<file path="config.mk">
export PLATFORM = sky130hd
export DESIGN_NAME = gray_count_readout_flat
export DESIGN_NICKNAME = d
export VERILOG_FILES = /design/src/rtl/gray_count_readout_if.sv /design/src/rtl/gray_count_readout.sv /design/src/flat_wrapper.sv
export SDC_FILE = /design/constraint.sdc
export NUM_CORES = 1
export LEC_CHECK = 0
export ABC_AREA = 1
export CORE_ASPECT_RATIO = 0.6
export CORE_MARGIN = 1.5
export CORE_UTILIZATION = 32
export CTS_CLUSTER_DIAMETER = 60
export DETAILED_ROUTE_END_ITERATION = 8
export PLACE_DENSITY_LB_ADDON = 0.2
export SLEW_MARGIN = 20
export SYNTH_ARGS = -nofsm -noshare
export SYNTH_HDL_FRONTEND = slang
export SYNTH_SLANG_ARGS = --single-unit
export TNS_END_PERCENT = 100
</file>
<file path="constraint.sdc">
create_clock -name clk -period 2.35 [get_ports clk]
set_input_delay 0.3525 -clock clk [delete_from_list [all_inputs] [get_ports clk]]
set_output_delay 0.3525 -clock clk [all_outputs]
set_load 0.005 [all_outputs]
</file>
<file path="src/rtl/gray_count_readout_if.sv">
// Channel-side bus of gray_count_readout: gray count and frame strobe in,
// framed serial readout out. The DUT takes the slave modport.
interface gray_count_readout_if #(
  parameter int WIDTH = 8
);
  logic [WIDTH-1:0] gray_in;
  logic             sample;
  logic             sout;
  logic             sframe;
  logic             done;
  logic             miss;

  modport master (
    output gray_in,
    output sample,
    input  sout,
    input  sframe,
    input  done,
    input  miss
  );

  modport slave (
    input  gray_in,
    input  sample,
    output sout,
    output sframe,
    output done,
    output miss
  );
endinterface

</file>
<file path="src/rtl/gray_count_readout.sv">
// Samples an asynchronous gray count, converts it to binary, and shifts the
// per-frame delta out MSB-first. Define GRAY_READOUT_RAW_EN to send raw counts.
module gray_count_readout #(
  parameter int WIDTH       = 8,
  parameter int SYNC_STAGES = 2
) (
  input  logic                 clk,
  input  logic                 rst,
  gray_count_readout_if.slave  bus
);

  localparam int CNT_W = (WIDTH > 1) ? $clog2(WIDTH) : 1;

  typedef enum logic [1:0] {
    IDLE    = 2'd0,
    CONVERT = 2'd1,
    LOAD    = 2'd2,
    SHIFT   = 2'd3
  } state_t;

  state_t           state;
  logic [WIDTH-1:0] sync_q [SYNC_STAGES];
  logic [WIDTH-1:0] gray_s;
  logic [WIDTH-1:0] gray_cap;
  logic [WIDTH-1:0] bin;
  logic [WIDTH-1:0] shreg;
  logic [WIDTH-1:0] frame_word;
  logic [CNT_W-1:0] bit_cnt;
  logic             sout_q;
  logic             sframe_q;
  logic             done_q;
  logic             miss_q;
`ifndef GRAY_READOUT_RAW_EN
  logic [WIDTH-1:0] prev_bin;
`endif

  function automatic logic [WIDTH-1:0] gray_to_bin(input logic [WIDTH-1:0] g);
    logic [WIDTH-1:0] b;
    b[WIDTH-1] = g[WIDTH-1];
    for (int i = WIDTH - 2; i >= 0; i--) begin
      b[i] = b[i+1] ^ g[i];
    end
    return b;
  endfunction

  // The gray bus changes one bit at a time, so a plain flop chain is enough:
  // a sample taken mid-transition resolves to either the old or new count.
  always_ff @(posedge clk) begin
    if (rst) begin
      for (int i = 0; i < SYNC_STAGES; i++) begin
        sync_q[i] <= '0;
      end
    end else begin
      sync_q[0] <= bus.gray_in;
      for (int i = 1; i < SYNC_STAGES; i++) begin
        sync_q[i] <= sync_q[i-1];
      end
    end
  end

  assign gray_s = sync_q[SYNC_STAGES-1];

`ifdef GRAY_READOUT_RAW_EN
  always_comb begin
    frame_word = bin;
  end
`else
  always_comb begin
    frame_word = bin - prev_bin;
  end
`endif

  always_ff @(posedge clk) begin
    if (rst) begin
      state    <= IDLE;
      gray_cap <= '0;
      bin      <= '0;
      shreg    <= '0;
      bit_cnt  <= '0;
      sout_q   <= 1'b0;
      sframe_q <= 1'b0;
      done_q   <= 1'b0;
      miss_q   <= 1'b0;
`ifndef GRAY_READOUT_RAW_EN
      prev_bin <= '0;
`endif
    end else begin
      done_q <= 1'b0;
      if (bus.sample && (state != IDLE)) begin
        miss_q <= 1'b1;
      end

      case (state)
        IDLE: begin
          if (bus.sample) begin
            gray_cap <= gray_s;
            state    <= CONVERT;
          end
        end

        CONVERT: begin
          bin   <= gray_to_bin(gray_cap);
          state <= LOAD;
        end

        // The first serial bit is registered here so sout lines up with sframe.
        LOAD: begin
          shreg    <= frame_word;
          sout_q   <= frame_word[WIDTH-1];
          sframe_q <= 1'b1;
          bit_cnt  <= CNT_W'(WIDTH - 1);
`ifndef GRAY_READOUT_RAW_EN
          prev_bin <= bin;
`endif
          state    <= SHIFT;
        end

        SHIFT: begin
          if (bit_cnt == '0) begin
            sout_q   <= 1'b0;
            sframe_q <= 1'b0;
            done_q   <= 1'b1;
            state    <= IDLE;
          end else begin
            shreg   <= shreg << 1;
            sout_q  <= shreg[WIDTH-2];
            bit_cnt <= bit_cnt - 1'b1;
          end
        end

        default: begin
          state <= IDLE;
        end
      endcase
    end
  end

  assign bus.sout   = sout_q;
  assign bus.sframe = sframe_q;
  assign bus.done   = done_q;
  assign bus.miss   = miss_q;

endmodule

</file>
<file path="src/flat_wrapper.sv">
// flat-port wrapper written by rule: the top's interface ports become plain ports
module gray_count_readout_flat 
#(
  parameter int WIDTH       = 8,
  parameter int SYNC_STAGES = 2
)
  (clk, rst, bus_gray_in, bus_sample, bus_sout, bus_sframe, bus_done, bus_miss);
  gray_count_readout_if #(.WIDTH(WIDTH)) bus_i ();
  input  logic clk;
  input  logic rst;
  input wire logic [$bits(bus_i.gray_in)-1:0] bus_gray_in;
  input wire logic [$bits(bus_i.sample)-1:0] bus_sample;
  output wire logic [$bits(bus_i.sout)-1:0] bus_sout;
  output wire logic [$bits(bus_i.sframe)-1:0] bus_sframe;
  output wire logic [$bits(bus_i.done)-1:0] bus_done;
  output wire logic [$bits(bus_i.miss)-1:0] bus_miss;
  assign bus_i.gray_in = bus_gray_in;
  assign bus_i.sample = bus_sample;
  assign bus_sout = bus_i.sout;
  assign bus_sframe = bus_i.sframe;
  assign bus_done = bus_i.done;
  assign bus_miss = bus_i.miss;
  gray_count_readout #(.WIDTH(WIDTH), .SYNC_STAGES(SYNC_STAGES)) u_core (.clk(clk), .rst(rst), .bus(bus_i));
endmodule
</file>
After elaboration in Yosys (flattened, before gate mapping)
Memories as Yosys holds them, arrays and structs flattened. A register that Yosys moved wholly into a read port is not among the register bits.
Cells that the tools add are included.
{ "op_classes": {"eq_ne": 6, "reduce_logical": 10, "n_mux": 17, "n_bitwise": 10, "add_sub_neg": 2} }
{ "ops": {"columns": ["op", "n"], "rows": [
  ["2-to-1 mux 8 bit", 2],
  ["case mux 7 bit (2 select lines)", 1],
  ["case mux 2 bit (4 select lines)", 1],
  ["AND reduction 2 bit", 4],
  ["subtractor 8 bit", 1],
  ["2-to-1 mux 7 bit", 1],
  ["bitwise XOR 1 bit", 7],
  ["2-to-1 mux 1 bit", 6],
  ["case mux 3 bit (2 select lines)", 1],
  ["equality test 2 bit (second input constant)", 2],
  ["2-to-1 mux 2 bit", 2],
  ["!= test 2 bit (second input constant)", 2],
  ["case mux 1 bit (2 select lines)", 2],
  ["nonzero test 2 bit", 2],
  ["zero test 3 bit", 1],
  ["2-to-1 mux 3 bit", 1],
  ["subtractor 3 x 1 -> 3 bit (second input constant)", 1],
  ["equality test 2 x 1 -> 1 bit (second input constant)", 1],
  ["zero test 2 bit", 1],
  ["!= test 2 x 1 -> 1 bit (second input constant)", 1],
  ["OR 1 bit", 2],
  ["OR reduction 2 bit", 1],
  ["logical AND 1 bit", 1],
  ["inverter 1 bit", 1]
]} }
{ "totals": {"inputBits": 11, "memories": 1, "ff_bits": 32, "ram_bits": 16} }
{ "memory_table": {"columns": ["memory", "depth", "width", "rd", "rd_ports_with_merged_regs", "write_ports", "line", "source"], "rows": [
  ["u_core.sync_q", 2, 8, 2, 1, 2, "gray_count_readout.sv:22", "logic [WIDTH-1:0] sync_q [SYNC_STAGES];"]
]} }

Longest topological paths before layout
{ "depth": {"depth_word": 7, "depth_mapped": 14} }

Worst setup path after synthesis
Ideal clock, no wire load.
{ "synth_timing": {"path_type": "register to register", "startpoint": "register u_core.bin[0]", "endpoint": "register u_core.shreg[6]", "synth_period_minus_slack_ns": 1.791, "required_time_ns": 2.218, "path_buffers": 0, "arrival_ns": 1.659, "path_stages_with_launch": 11, "setup_slack_ns": 0.559, "path_cell_list": "dfxtp_1 -> inv_1 -> ha_1 -> fa_1 -> o21ai_0 -> nand2_1 -> nand2_1 -> a21oi_1 -> xnor2_1 -> o21ai_0 -> a21oi_1"} }
{ "synth_via": {"elab_chain_cells": 2} }
{ "synth_rtl": {"columns": ["element", "line", "source"], "rows": [
  ["start, declared", "gray_count_readout.sv:25", "logic [WIDTH-1:0] bin;"],
  ["start signal, assigned", "gray_count_readout.sv:102", "bin <= gray_to_bin(gray_cap);"],
  ["subtractor 8 bit", "gray_count_readout.sv:69", "frame_word = bin - prev_bin;"],
  ["case mux 7 bit (2 select lines)", "gray_count_readout.sv:93", "case (state)"],
  ["end signal, assigned", "gray_count_readout.sv:108", "shreg <= frame_word;"],
  ["end signal, assigned", "gray_count_readout.sv:125", "shreg <= shreg << 1;"],
  ["end, declared", "gray_count_readout.sv:26", "logic [WIDTH-1:0] shreg;"]
]} }
No other way between the ends.
A chain may end at the register's enable or synchronous reset.

Worst setup path in the final report
Ends and elaborated chain as after synthesis.

==> summary.md <==
| Metric | Value |
|---|---|
| ANT cells | `0` |
| Worst reg-to-reg path cell count | `10` |
| Bufs and invs on worst path | `1` |
| Mapped Cells | `307` |
| Largest net degree at the start of global routing | `29` |
| Clk root buf | `clkbuf_16` |
| Crit Reg-Reg Startpoint | `u_core.bin[0]$_SDFFE_PP0N_` |
| H-tree depth | `2` |
| Row count | `24` |
| Final Max Slew Viols | `0` |
| Status | `finished, final reports clean` |
| Metal-1 WL | `2740 um` |
| Max Root-Sink Buffers | `2` |
| # DRC | `0` |
| Leading cell type in the layout, fill and taps excluded | `dfxtp_1` |
| CP Data Arrival Time | `2.13 ns` |
| Clk Latency, worst-skew pair | `0.29 ns` |
| Post-DP HPWL | `3350 um` |
| Critical path's slowest cell | `fa_1` |
| Crit path kind | `flip-flop to flip-flop` |
| Sequential fraction of the synthesis area | `46.3%` |
| Vias per inst | `4.27` |
| Detailed Routing Iterations Pass 1 | `4` |
| DR WL met2 | `1560 um` |
| Layout cells sized above 1 | `9.51%` |
| DR iter-0 viols | `41` |
| Gpl congestion | `0.743` |
| Routed length per instance | `10.4 um` |
| Unrepaired setup endpoints after global routing | `false` |
| Post-DRT Antenna Nets | `0` |
| Max Freq | `0.512 GHz` |
| Worst slew margin | `67.3%` |
| Worst Tran Pin Value | `0.491 ns` |
| Critical path's top delay family | `adder cells` |
| Clock period minus worst slack | `1.95 ns` |
| Worst Setup Start Kind | `flip-flop` |
| Period utilization | `83.1%` |
| Maximum VDD drop | `0.422 mV` |
| Flops & latches, synth | `56` |
| Area of placed instances | `2700 um^2` |
| Setup slack, reg-to-reg | `0.40 ns` |
| Clk pin slew, worst setup/hold paths | `0.07 ns` |
| Area delta synth->final | `17.6%` |
| Max-Cap Viols | `0` |
| Die height | `70.4 um` |
| Ports | `15` |
| DR top layer | `met4` |
| Vias | `1835` |
| Cell Area, Synth | `2420 um^2` |
| Worst clock skew | `0.00459 ns` |
| CTS sink cnt | `56` |
| Power density cells | `1340 nW/um^2` |
| CP Cell Sequence | `inv_1 -> ha_1 -> fa_1 -> o21ai_0 -> nand2_1 -> nand2_1 -> a21oi_1 -> xnor2_1 -> o21ai_0 -> a21oi_1` |
| Core area | `7300 um^2` |
| CTS Buf Count | `5` |
| Crit path max fanout | `3` |
| GRT overflow | `0` |
| Die Wd | `115 um` |
| Crit end category | `flip-flop` |
| TNS Setup | `0 ns` |
| Post-route design area | `2850 um^2` |
| Most frequent cells in the layout | `dfxtp_1 (56), inv_1 (53), a21oi_1 (41)` |
| P_leak | `1.25 nW` |
| Initial antenna violation count | `0` |
| Net Count, Synth | `332` |
| Final setup fails | `0` |
| First-pass GRT wire length | `7830 um` |
| Setup bufs post-CTS | `0` |
| Final Hold Fails | `0` |
| Min-Delay Path Class | `flip-flop to flip-flop` |
| Post-CTS Resized | `0` |
| Crit-path max cell delay | `0.42 ns` |
| Initial Util | `33.2%` |
| Die area | `8120 um^2` |
| CTS tree | `yes` |
| Overall Global Routing Usage | `12.4%` |
| Final Core Density | `39.0%` |
| Worst Setup SP | `u_core.bin[0]$_SDFFE_PP0N_` |
| Synth warn | `0` |
| Final #Nets | `350` |
| CP required | `2.53 ns` |
| Wire length on met3 | `127 um` |
| CP Capture Point | `u_core.shreg[6]$_SDFFE_PP0P_` |
| Number of global-route vias before repair | `1653` |
| PortBufs | `14` |
| Synth unique cells | `26` |
| Critical path depth | `10` |
| Routed WL | `4490 um` |
| CTS Hold Bufs | `0` |
| Critical R2R Capture | `u_core.shreg[6]$_SDFFE_PP0P_` |
| Mapped Avg Cell Area | `7.89 um^2` |
==> worst reg2reg max path, delay by kind of cell (launching register included) <==
kind / cells / cell delay (ns)
fa+ha+maj: 2 / 0.63
compound gates: 4 / 0.58
flops: 1 / 0.31
simple gates: 2 / 0.16
xor+xnor: 1 / 0.12
buf+inv: 1 / 0.05
==> state kept, by name, summed over array words and instances (netlist names) <==
signal,count
u_core.bus.miss,1
u_core.sync_q,16
u_core.prev_bin,8
u_core.bus.sframe,1
u_core.gray_cap,8
u_core.bus.sout,1
u_core.state,2
u_core.bin,8
u_core.shreg,7
u_core.bit_cnt,3
u_core.bus.done,1
==> cell type report <==
| cell class | count | area (um^2) |
|---|---|---|
| Clock buffer | 7 | 143 |
| Clock inverter | 1 | 7.51 |
| Fill cell | 778 | 4450 |
| Inverter | 57 | 214 |
| Multi-Input combinational cell | 185 | 1050 |
| Sequential cell | 56 | 1120 |
| Tap cell | 104 | 130 |
| Timing Repair Buffer | 20 | 185 |
==> synth_stat cells <==
| cell | n | area [um^2] |
|---|---|---|
| nand2_4 | 1 | 11.3 |
| fa_1 | 1 | 20.0 |
| a21oi_1 | 41 | 205 |
| a21o_1 | 1 | 7.51 |
| buf_4 | 1 | 7.51 |
| nand2_1 | 29 | 109 |
| clkbuf_1 | 7 | 26.3 |
| or2_2 | 1 | 6.26 |
| nor2_1 | 23 | 86.3 |
| nor3_1 | 2 | 10.0 |
| buf_2 | 1 | 5.00 |
| ha_1 | 13 | 163 |
| inv_1 | 53 | 199 |
| nand2_2 | 8 | 50.1 |
| o21ai_0 | 32 | 160 |
| dfxtp_1 | 56 | 1120 |
| xor2_1 | 5 | 43.8 |
| nand3_1 | 16 | 80.1 |
| nor2_2 | 1 | 6.26 |
| o211ai_1 | 4 | 30.0 |
| nand3_2 | 3 | 30.0 |
| o22ai_1 | 1 | 6.26 |
| inv_2 | 4 | 15.0 |
| xnor2_1 | 1 | 8.76 |
| a211oi_1 | 1 | 7.51 |
| nand3b_1 | 1 | 7.51 |
==> kinds of logic after synthesis <==
kind of cell               Yosys count  synth area share [%]
and+or+nand+nor                     85                  16.4
AOI/OAI and AO/OA                   80                  17.2
buffers and inverters               66                  10.4
DFF                                 56                  46.3
adders and majority gates           14                  7.54
xor gates and xnor gates             6                  2.17
==> worst min-delay path by stage <==
stage	startpoint	to	slack [ns]	cells after the start
after floorplan	u_core.sync_q[0][0]$_SDFF_PP0_	u_core.sync_q[1][0]$_SDFF_PP0_	0.39	2
after global placement	u_core.sync_q[0][0]$_SDFF_PP0_	u_core.sync_q[1][0]$_SDFF_PP0_	0.39	2
after detailed placement	u_core.sync_q[0][1]$_SDFF_PP0_	u_core.sync_q[1][1]$_SDFF_PP0_	0.40	2
after CTS	u_core.sync_q[0][1]$_SDFF_PP0_	u_core.sync_q[1][1]$_SDFF_PP0_	0.41	2
after global routing	u_core.sync_q[0][1]$_SDFF_PP0_	u_core.sync_q[1][1]$_SDFF_PP0_	0.41	2
final	u_core.sync_q[0][4]$_SDFF_PP0_	u_core.sync_q[1][4]$_SDFF_PP0_	0.41	2
==> where the power goes <==
group	total (W)	internal (W)	switching, W
Sequential	0.00137	0.00122	0.000145
Clock	0.000753	0.000425	0.000328
Combinational	0.00170	0.000695	0.00100
==> metrics by stage <==
| step | instances | hold WS (ns) | power, W | worst slack, ns |
|---|---|---|---|---|
| after global placement | 422 | 0.391 | 0.00307 | 0.457 |
| after CTS | 430 | 0.406 | 0.00386 | 0.389 |
| after global routing | 430 | 0.408 | 0.00419 | 0.276 |
| after floorplan | 307 | 0.388 | 0.00269 | 0.559 |
| final | 430 | 0.405 | 0.00382 | 0.398 |
| after detailed placement | 422 | 0.396 | 0.00308 | 0.419 |
==> per-layer routing <==
layer  up-vias  global-route usage [%]
met5         -                       0
met4         0                    4.12
met3         7                    3.13
met2        21                    15.3
met1       785                    20.0
li1       1022                       -
(Power assumes the default switching activity.)
